**src/rtl/alu_operand_if.sv**
```systemverilog
// Bundles the ID/EX beat, the forwarding sources and the ALU-side handshake of alu_operand_stage.
interface alu_operand_if #(
  parameter int unsigned DATA_W  = 32,
  parameter int unsigned IMM_W   = 16,
  parameter int unsigned SHAMT_W = 5,
  parameter int unsigned CNT_W   = 16
);
  logic               in_valid;
  logic               in_ready;
  logic               flush;
  logic [2:0]         src_sel;
  logic [4:0]         rs_addr;
  logic [4:0]         rt_addr;
  logic [DATA_W-1:0]  rs_data;
  logic [DATA_W-1:0]  rt_data;
  logic [SHAMT_W-1:0] shamt;
  logic [IMM_W-1:0]   imm;
  logic               exm_wen;
  logic [4:0]         exm_waddr;
  logic [DATA_W-1:0]  exm_wdata;
  logic               mwb_wen;
  logic [4:0]         mwb_waddr;
  logic [DATA_W-1:0]  mwb_wdata;
  logic               out_valid;
  logic               out_ready;
  logic [DATA_W-1:0]  op1;
  logic [DATA_W-1:0]  op2;
  logic               sel_err;
  logic [CNT_W-1:0]   fwd_hits;

  modport master (
    output in_valid, flush, src_sel, rs_addr, rt_addr, rs_data, rt_data, shamt, imm,
           exm_wen, exm_waddr, exm_wdata, mwb_wen, mwb_waddr, mwb_wdata, out_ready,
    input  in_ready, out_valid, op1, op2, sel_err, fwd_hits
  );

  modport slave (
    input  in_valid, flush, src_sel, rs_addr, rt_addr, rs_data, rt_data, shamt, imm,
           exm_wen, exm_waddr, exm_wdata, mwb_wen, mwb_waddr, mwb_wdata, out_ready,
    output in_ready, out_valid, op1, op2, sel_err, fwd_hits
  );
endinterface

```
**src/rtl/alu_operand_stage.sv**
```systemverilog
// EX-stage operand selector: forwards from EX/MEM and MEM/WB, builds op1/op2 per mode,
// and holds the result in a one-entry valid/ready register with flush and a forward-hit counter.
module alu_operand_stage #(
  parameter int unsigned DATA_W  = 32,
  parameter int unsigned IMM_W   = 16,
  parameter int unsigned SHAMT_W = 5,
  parameter int unsigned CNT_W   = 16
) (
  input  logic         clk,
  input  logic         rst_n,
  alu_operand_if.slave bus
);

  logic [DATA_W-1:0] a_val;
  logic [DATA_W-1:0] b_val;
  logic              a_fwd;
  logic              b_fwd;
  logic [DATA_W-1:0] op1_n;
  logic [DATA_W-1:0] op2_n;
  logic              err_n;
  logic              uses_a;
  logic              uses_b;
  logic              hit;
  logic              in_ready;
  logic              accept;

  logic              out_valid_q, out_valid_d;
  logic [DATA_W-1:0] op1_q, op1_d;
  logic [DATA_W-1:0] op2_q, op2_d;
  logic              sel_err_q, sel_err_d;
  logic [CNT_W-1:0]  fwd_hits_q, fwd_hits_d;

  // Bypass network; EX/MEM has priority, register 0 is never forwarded.
  always_comb begin
    a_val = bus.rs_data;
    a_fwd = 1'b0;
    if (bus.rs_addr != 5'd0 && bus.exm_wen && bus.exm_waddr == bus.rs_addr) begin
      a_val = bus.exm_wdata;
      a_fwd = 1'b1;
    end else if (bus.rs_addr != 5'd0 && bus.mwb_wen && bus.mwb_waddr == bus.rs_addr) begin
      a_val = bus.mwb_wdata;
      a_fwd = 1'b1;
    end

    b_val = bus.rt_data;
    b_fwd = 1'b0;
    if (bus.rt_addr != 5'd0 && bus.exm_wen && bus.exm_waddr == bus.rt_addr) begin
      b_val = bus.exm_wdata;
      b_fwd = 1'b1;
    end else if (bus.rt_addr != 5'd0 && bus.mwb_wen && bus.mwb_waddr == bus.rt_addr) begin
      b_val = bus.mwb_wdata;
      b_fwd = 1'b1;
    end
  end

  // Operand construction; uses_a/uses_b gate which forwards count as a hit.
  always_comb begin
    op1_n  = '0;
    op2_n  = '0;
    err_n  = 1'b0;
    uses_a = 1'b0;
    uses_b = 1'b0;
    unique case (bus.src_sel)
      3'd0: begin
        op1_n  = a_val;
        op2_n  = b_val;
        uses_a = 1'b1;
        uses_b = 1'b1;
      end
      3'd1: begin
        op1_n  = a_val;
        op2_n  = DATA_W'(bus.imm);
        uses_a = 1'b1;
      end
      3'd2: begin
        op1_n  = a_val;
        op2_n  = DATA_W'($signed(bus.imm));
        uses_a = 1'b1;
      end
      3'd3: begin
        op1_n  = b_val;
        op2_n  = DATA_W'(a_val[SHAMT_W-1:0]);
        uses_a = 1'b1;
        uses_b = 1'b1;
      end
      3'd4: begin
        op1_n  = b_val;
        op2_n  = DATA_W'(bus.shamt);
        uses_b = 1'b1;
      end
      3'd5: begin
        op1_n  = '0;
        op2_n  = DATA_W'(bus.imm) << (DATA_W - IMM_W);
      end
      default: begin
        op1_n  = '1;
        op2_n  = '1;
        err_n  = 1'b1;
      end
    endcase
    hit = (uses_a & a_fwd) | (uses_b & b_fwd);
  end

  assign in_ready = !out_valid_q || bus.out_ready;
  assign accept   = bus.in_valid && in_ready && !bus.flush;

  // Pipeline register next-state: flush wins, then accept, then drain.
  always_comb begin
    out_valid_d = out_valid_q;
    op1_d       = op1_q;
    op2_d       = op2_q;
    sel_err_d   = sel_err_q;
    fwd_hits_d  = fwd_hits_q;
    if (bus.flush) begin
      out_valid_d = 1'b0;
    end else if (accept) begin
      out_valid_d = 1'b1;
      op1_d       = op1_n;
      op2_d       = op2_n;
      sel_err_d   = err_n;
      if (hit && fwd_hits_q != {CNT_W{1'b1}}) begin
        fwd_hits_d = fwd_hits_q + CNT_W'(1);
      end
    end else if (bus.out_ready) begin
      out_valid_d = 1'b0;
    end
  end

  always_ff @(posedge clk) begin
    if (!rst_n) begin
      out_valid_q <= 1'b0;
      op1_q       <= '0;
      op2_q       <= '0;
      sel_err_q   <= 1'b0;
      fwd_hits_q  <= '0;
    end else begin
      out_valid_q <= out_valid_d;
      op1_q       <= op1_d;
      op2_q       <= op2_d;
      sel_err_q   <= sel_err_d;
      fwd_hits_q  <= fwd_hits_d;
    end
  end

  assign bus.in_ready  = in_ready;
  assign bus.out_valid = out_valid_q;
  assign bus.op1       = op1_q;
  assign bus.op2       = op2_q;
  assign bus.sel_err   = sel_err_q;
  assign bus.fwd_hits  = fwd_hits_q;

endmodule
```
**src/flat_wrapper.sv**
```systemverilog
// flat-port wrapper written by rule: the top's interface ports become plain ports
module alu_operand_stage_flat 
#(
  parameter int unsigned DATA_W  = 32,
  parameter int unsigned IMM_W   = 16,
  parameter int unsigned SHAMT_W = 5,
  parameter int unsigned CNT_W   = 16
)
  (clk, rst_n, bus_in_valid, bus_flush, bus_src_sel, bus_rs_addr, bus_rt_addr, bus_rs_data, bus_rt_data, bus_shamt, bus_imm, bus_exm_wen, bus_exm_waddr, bus_exm_wdata, bus_mwb_wen, bus_mwb_waddr, bus_mwb_wdata, bus_out_ready, bus_in_ready, bus_out_valid, bus_op1, bus_op2, bus_sel_err, bus_fwd_hits);
  alu_operand_if #(.DATA_W(DATA_W), .IMM_W(IMM_W), .SHAMT_W(SHAMT_W), .CNT_W(CNT_W)) bus_i ();
  input  logic clk;
  input  logic rst_n;
  input wire logic [$bits(bus_i.in_valid)-1:0] bus_in_valid;
  input wire logic [$bits(bus_i.flush)-1:0] bus_flush;
  input wire logic [$bits(bus_i.src_sel)-1:0] bus_src_sel;
  input wire logic [$bits(bus_i.rs_addr)-1:0] bus_rs_addr;
  input wire logic [$bits(bus_i.rt_addr)-1:0] bus_rt_addr;
  input wire logic [$bits(bus_i.rs_data)-1:0] bus_rs_data;
  input wire logic [$bits(bus_i.rt_data)-1:0] bus_rt_data;
  input wire logic [$bits(bus_i.shamt)-1:0] bus_shamt;
  input wire logic [$bits(bus_i.imm)-1:0] bus_imm;
  input wire logic [$bits(bus_i.exm_wen)-1:0] bus_exm_wen;
  input wire logic [$bits(bus_i.exm_waddr)-1:0] bus_exm_waddr;
  input wire logic [$bits(bus_i.exm_wdata)-1:0] bus_exm_wdata;
  input wire logic [$bits(bus_i.mwb_wen)-1:0] bus_mwb_wen;
  input wire logic [$bits(bus_i.mwb_waddr)-1:0] bus_mwb_waddr;
  input wire logic [$bits(bus_i.mwb_wdata)-1:0] bus_mwb_wdata;
  input wire logic [$bits(bus_i.out_ready)-1:0] bus_out_ready;
  output wire logic [$bits(bus_i.in_ready)-1:0] bus_in_ready;
  output wire logic [$bits(bus_i.out_valid)-1:0] bus_out_valid;
  output wire logic [$bits(bus_i.op1)-1:0] bus_op1;
  output wire logic [$bits(bus_i.op2)-1:0] bus_op2;
  output wire logic [$bits(bus_i.sel_err)-1:0] bus_sel_err;
  output wire logic [$bits(bus_i.fwd_hits)-1:0] bus_fwd_hits;
  assign bus_i.in_valid = bus_in_valid;
  assign bus_i.flush = bus_flush;
  assign bus_i.src_sel = bus_src_sel;
  assign bus_i.rs_addr = bus_rs_addr;
  assign bus_i.rt_addr = bus_rt_addr;
  assign bus_i.rs_data = bus_rs_data;
  assign bus_i.rt_data = bus_rt_data;
  assign bus_i.shamt = bus_shamt;
  assign bus_i.imm = bus_imm;
  assign bus_i.exm_wen = bus_exm_wen;
  assign bus_i.exm_waddr = bus_exm_waddr;
  assign bus_i.exm_wdata = bus_exm_wdata;
  assign bus_i.mwb_wen = bus_mwb_wen;
  assign bus_i.mwb_waddr = bus_mwb_waddr;
  assign bus_i.mwb_wdata = bus_mwb_wdata;
  assign bus_i.out_ready = bus_out_ready;
  assign bus_in_ready = bus_i.in_ready;
  assign bus_out_valid = bus_i.out_valid;
  assign bus_op1 = bus_i.op1;
  assign bus_op2 = bus_i.op2;
  assign bus_sel_err = bus_i.sel_err;
  assign bus_fwd_hits = bus_i.fwd_hits;
  alu_operand_stage #(.DATA_W(DATA_W), .IMM_W(IMM_W), .SHAMT_W(SHAMT_W), .CNT_W(CNT_W)) u_core (.clk(clk), .rst_n(rst_n), .bus(bus_i));
endmodule
```
**config.mk**
```make
export PLATFORM = sky130hd
export DESIGN_NAME = alu_operand_stage_flat
export DESIGN_NICKNAME = d
export VERILOG_FILES = /design/src/rtl/alu_operand_if.sv /design/src/rtl/alu_operand_stage.sv /design/src/flat_wrapper.sv
export SDC_FILE = /design/constraint.sdc
export NUM_CORES = 1
export LEC_CHECK = 0
export ABC_AREA = 0
export CAP_MARGIN = 5
export CELL_PAD_IN_SITES_DETAIL_PLACEMENT = 1
export CELL_PAD_IN_SITES_GLOBAL_PLACEMENT = 1
export CORE_AREA = 2 2 149 151
export CTS_BUF_LIST = sky130_fd_sc_hd__clkbuf_2
export DETAILED_ROUTE_END_ITERATION = 10
export DIE_AREA = 0 0 151 153
export GPL_TIMING_DRIVEN = 1
export PLACE_DENSITY_LB_ADDON = 0.1
export SLEW_MARGIN = 25
export SYNTH_ARGS = -nofsm -noshare
export SYNTH_HDL_FRONTEND = slang
export SYNTH_SLANG_ARGS = --single-unit
```
**constraint.sdc**
```tcl
create_clock -name clk -period 6.6 [get_ports clk]
set_clock_uncertainty 0.2 [all_clocks]
set_input_delay 1.32 -clock clk [delete_from_list [all_inputs] [get_ports clk]]
set_output_delay 1.32 -clock clk [all_outputs]
set_load 0.03 [all_outputs]
```
==> impl_metrics.ini <==
[clock_network]
cts_made_buffers = 9
clk_pin_slew_ps = 220
cts_root_buf = clkbuf_2
clkLatencyLatePin_ps = 610
cts_resized = 0
cts_setup_buffers = 0
cts_max_level = 3
cts_hold_buf = 0
cts_tree = done
clock_sinks = 82
ctsLongestPathBuffers = 2

[timing]
period_minus_slack_ps = 4410
slew_headroom = 0.340
finalHoldViolCount = 0
setup_tns_ps = 0
worst_pin_slew_ps = 988
rsz0062_at_grt = false
slew_viol_final = 0
setup_viol = 0
fmax_mhz = 227
fin_crit_sh = 0.668

[yosys]
synth.top_cell.area_share = 0.288
ys_warn_count = 0
synth_cells = 753
yosysSeqAreaShare = 0.288
syn_nets = 933
ys_ff_latch = 82
syn_area_per_cell_um2 = 7.57
ys_types = 55
yosysTopAreaCell = dfxtp_1
syn-cell-area_mm2 = 0.00570
synthTopCellsByArea = dfxtp_1 (29%), a21oi_1 (7.7%), o21ai_0 (6.4%), nand2_1 (6.3%), mux2i_1 (5.3%)

[setup_path]
path_cells = clkdlybuf4s50_1 -> nor2b_1 -> inv_1 -> clkdlybuf4s50_1
critPathSlowestCell = clkdlybuf4s50_1
crit_top_cell = clkdlybuf4s50_1
critPathMaxFanout = 4
critPathKind = input port to output pin
crit_start = bus_out_ready
required_ps = 5080
reg2reg_from = u_core.bus.fwd_hits[0]$_SDFFE_PN0P_
cpPeakStageDelay_ps = 620
arrival_ps = 2890
end_kind = output pin
worstSetupStartpointType = input port

[place]
dp_hpwl_um = 20000
place_congestion = 0.831
port_buffers = 261

[power]
seqPwrFrac = 0.407
power_density_mw_per_mm2 = 155
intPower_mw = 0.874
p_leak_nw = 2.99
power_switching_share = 0.351
peakVddDrop_v = 0.0000807
combPwrFrac = 0.335
clkPwrFrac = 0.258
power_switching_mw = 0.474

[layout]
final_util = 0.404
multi_input_area_mm2 = 0.00377
final_common_cell = clkdlybuf4s50_1
syn_to_final_growth_pct = 52.3
final_cell_mix = clkdlybuf4s50_1 (261), nand2_1 (96), a21oi_1 (88)
seqCellArea_mm2 = 0.00164
fin_nets = 1158
fill_cells = 2610
drive_gt1_frac = 0.0600

[run_status]
outcome = finished, final reports clean

[global_route]
grt_overflow = 0
grt_pass1_vias = 6990
grt_max_degree = 61
grt_pass1_wl_um = 41300
antenna_found_initial = 1
grt_use_total = 0.233

[die]
die_x_um = 151
rows = 54
ios = 262
die_y_um = 153
core-area_mm2 = 0.0215
fp.dieArea_mm2 = 0.0231
start_util = 0.265

[route]
drt_iter0_markers = 358
drtPass1Iterations = 4
vias_per_cell = 5.42
drt-total-wl_um = 27400
via_count = 6850
drcViolationCount = 0
wl_per_cell_um = 21.7
ant_nets = 0

[min_path]
hold_class = flip-flop to flip-flop
hold_start = u_core.bus.sel_err$_SDFFE_PN0P_

[run]
maxCapViolCount = 0
## flip-flops by register name (all words and copies together), names as in the netlist
name	count
u_core.bus.op2	32
u_core.bus.sel_err	1
u_core.bus.op1	32
u_core.bus.fwd_hits	16
u_core.bus.out_valid	1
## cells in the mapped netlist, drive strengths merged
master / count
and2: 3
and3: 2
or2: 1
nor2: 48
or3b: 1
a211oi: 30
xnor2: 17
a311o: 6
nand2: 97
o22a: 27
and4: 1
inv: 9
o31a: 5
nor3: 6
a21o: 25
clkinv: 1
and3b: 1
nor2b: 2
o221ai: 27
dfxtp: 82
mux2i: 30
a21oi: 91
clkbuf: 28
a31oi: 19
or3: 11
nand3: 8
nand2b: 5
nand3b: 1
o21ai: 78
o211ai: 4
or4: 12
ha: 1
o221a: 3
o311ai: 1
o31ai: 12
o41ai: 1
nand4: 4
o21a: 4
nor4: 11
a311oi: 3
buf: 35
## logic make-up (layout without fill, tap and decap cells)
group | after synthesis | after routing | synth area share
simple gates | 214 | 214 | 0.185
other cells | 0 | 2 | 0
compound gates | 336 | 336 | 0.387
fa+ha+maj | 1 | 1 | 0.00219
flops | 82 | 82 | 0.288
xor+xnor | 17 | 17 | 0.0261
mux | 30 | 30 | 0.0527
buf+inv | 73 | 303 | 0.0597
## per-layer routing
layer  vias up  routed length [µm]  GRT usage
li1       3300                   -          -
met1      3291               11400      0.284
met2       234               13300      0.406
met3        25                2130     0.0558
met4         0                 552     0.0668
met5         -                   0          0
## worst paths after layout
kind | endpoint | slack [ps] | depth (start not counted)
worst min-delay path | u_core.bus.sel_err$_SDFFE_PN0P_ | 300 | 2
worst min register to register | u_core.bus.sel_err$_SDFFE_PN0P_ | 300 | 2
worst max-delay path | bus_in_ready | 2190 | 4
worst max register to register | u_core.bus.fwd_hits[15]$_SDFFE_PN0P_ | 4000 | 6
## through the flow
stage / cell area [µm²] / power, mW / cells / setup WS (ps) / hold WS (ps)
finish: 8680 / 1.35 / 1265 / 2190 / 303
floorplan: 5700 / 0.759 / 753 / 3360 / 405
global placement: 8530 / 1.01 / 1247 / 2140 / 264
detailed placement: 8530 / 1.01 / 1247 / 2040 / 271
global route: 8680 / 1.42 / 1264 / 2070 / 340
CTS: 8680 / 1.36 / 1263 / 2180 / 311
## worst max-delay path, delay by kind of cell
kind	cells	cell delay, ps
buf+inv	3	1190
simple gates	1	380
## power groups by stage
stage | logic (mW) | registers, mW | clock network [mW]
finish | 0.451 | 0.549 | 0.348
global route | 0.483 | 0.553 | 0.380
CTS | 0.454 | 0.549 | 0.360
detailed placement | 0.452 | 0.558 | 0
global placement | 0.450 | 0.558 | 0
floorplan | 0.141 | 0.619 | 0
## cell type report
| cell class | instances | share of cell area |
|---|---|---|
| Timing Repair Buffer | 277 | 0.315 |
| Sequential cell | 82 | 0.189 |
| Tap cell | 280 | 0.0403 |
| Inverter | 10 | 0.00432 |
| Antenna cell | 2 | 0.000576 |
| Clock inverter | 7 | 0.0115 |
| Multi-Input combinational cell | 598 | 0.434 |
| Clock buffer | 9 | 0.00519 |
(Power assumes the default switching activity.)
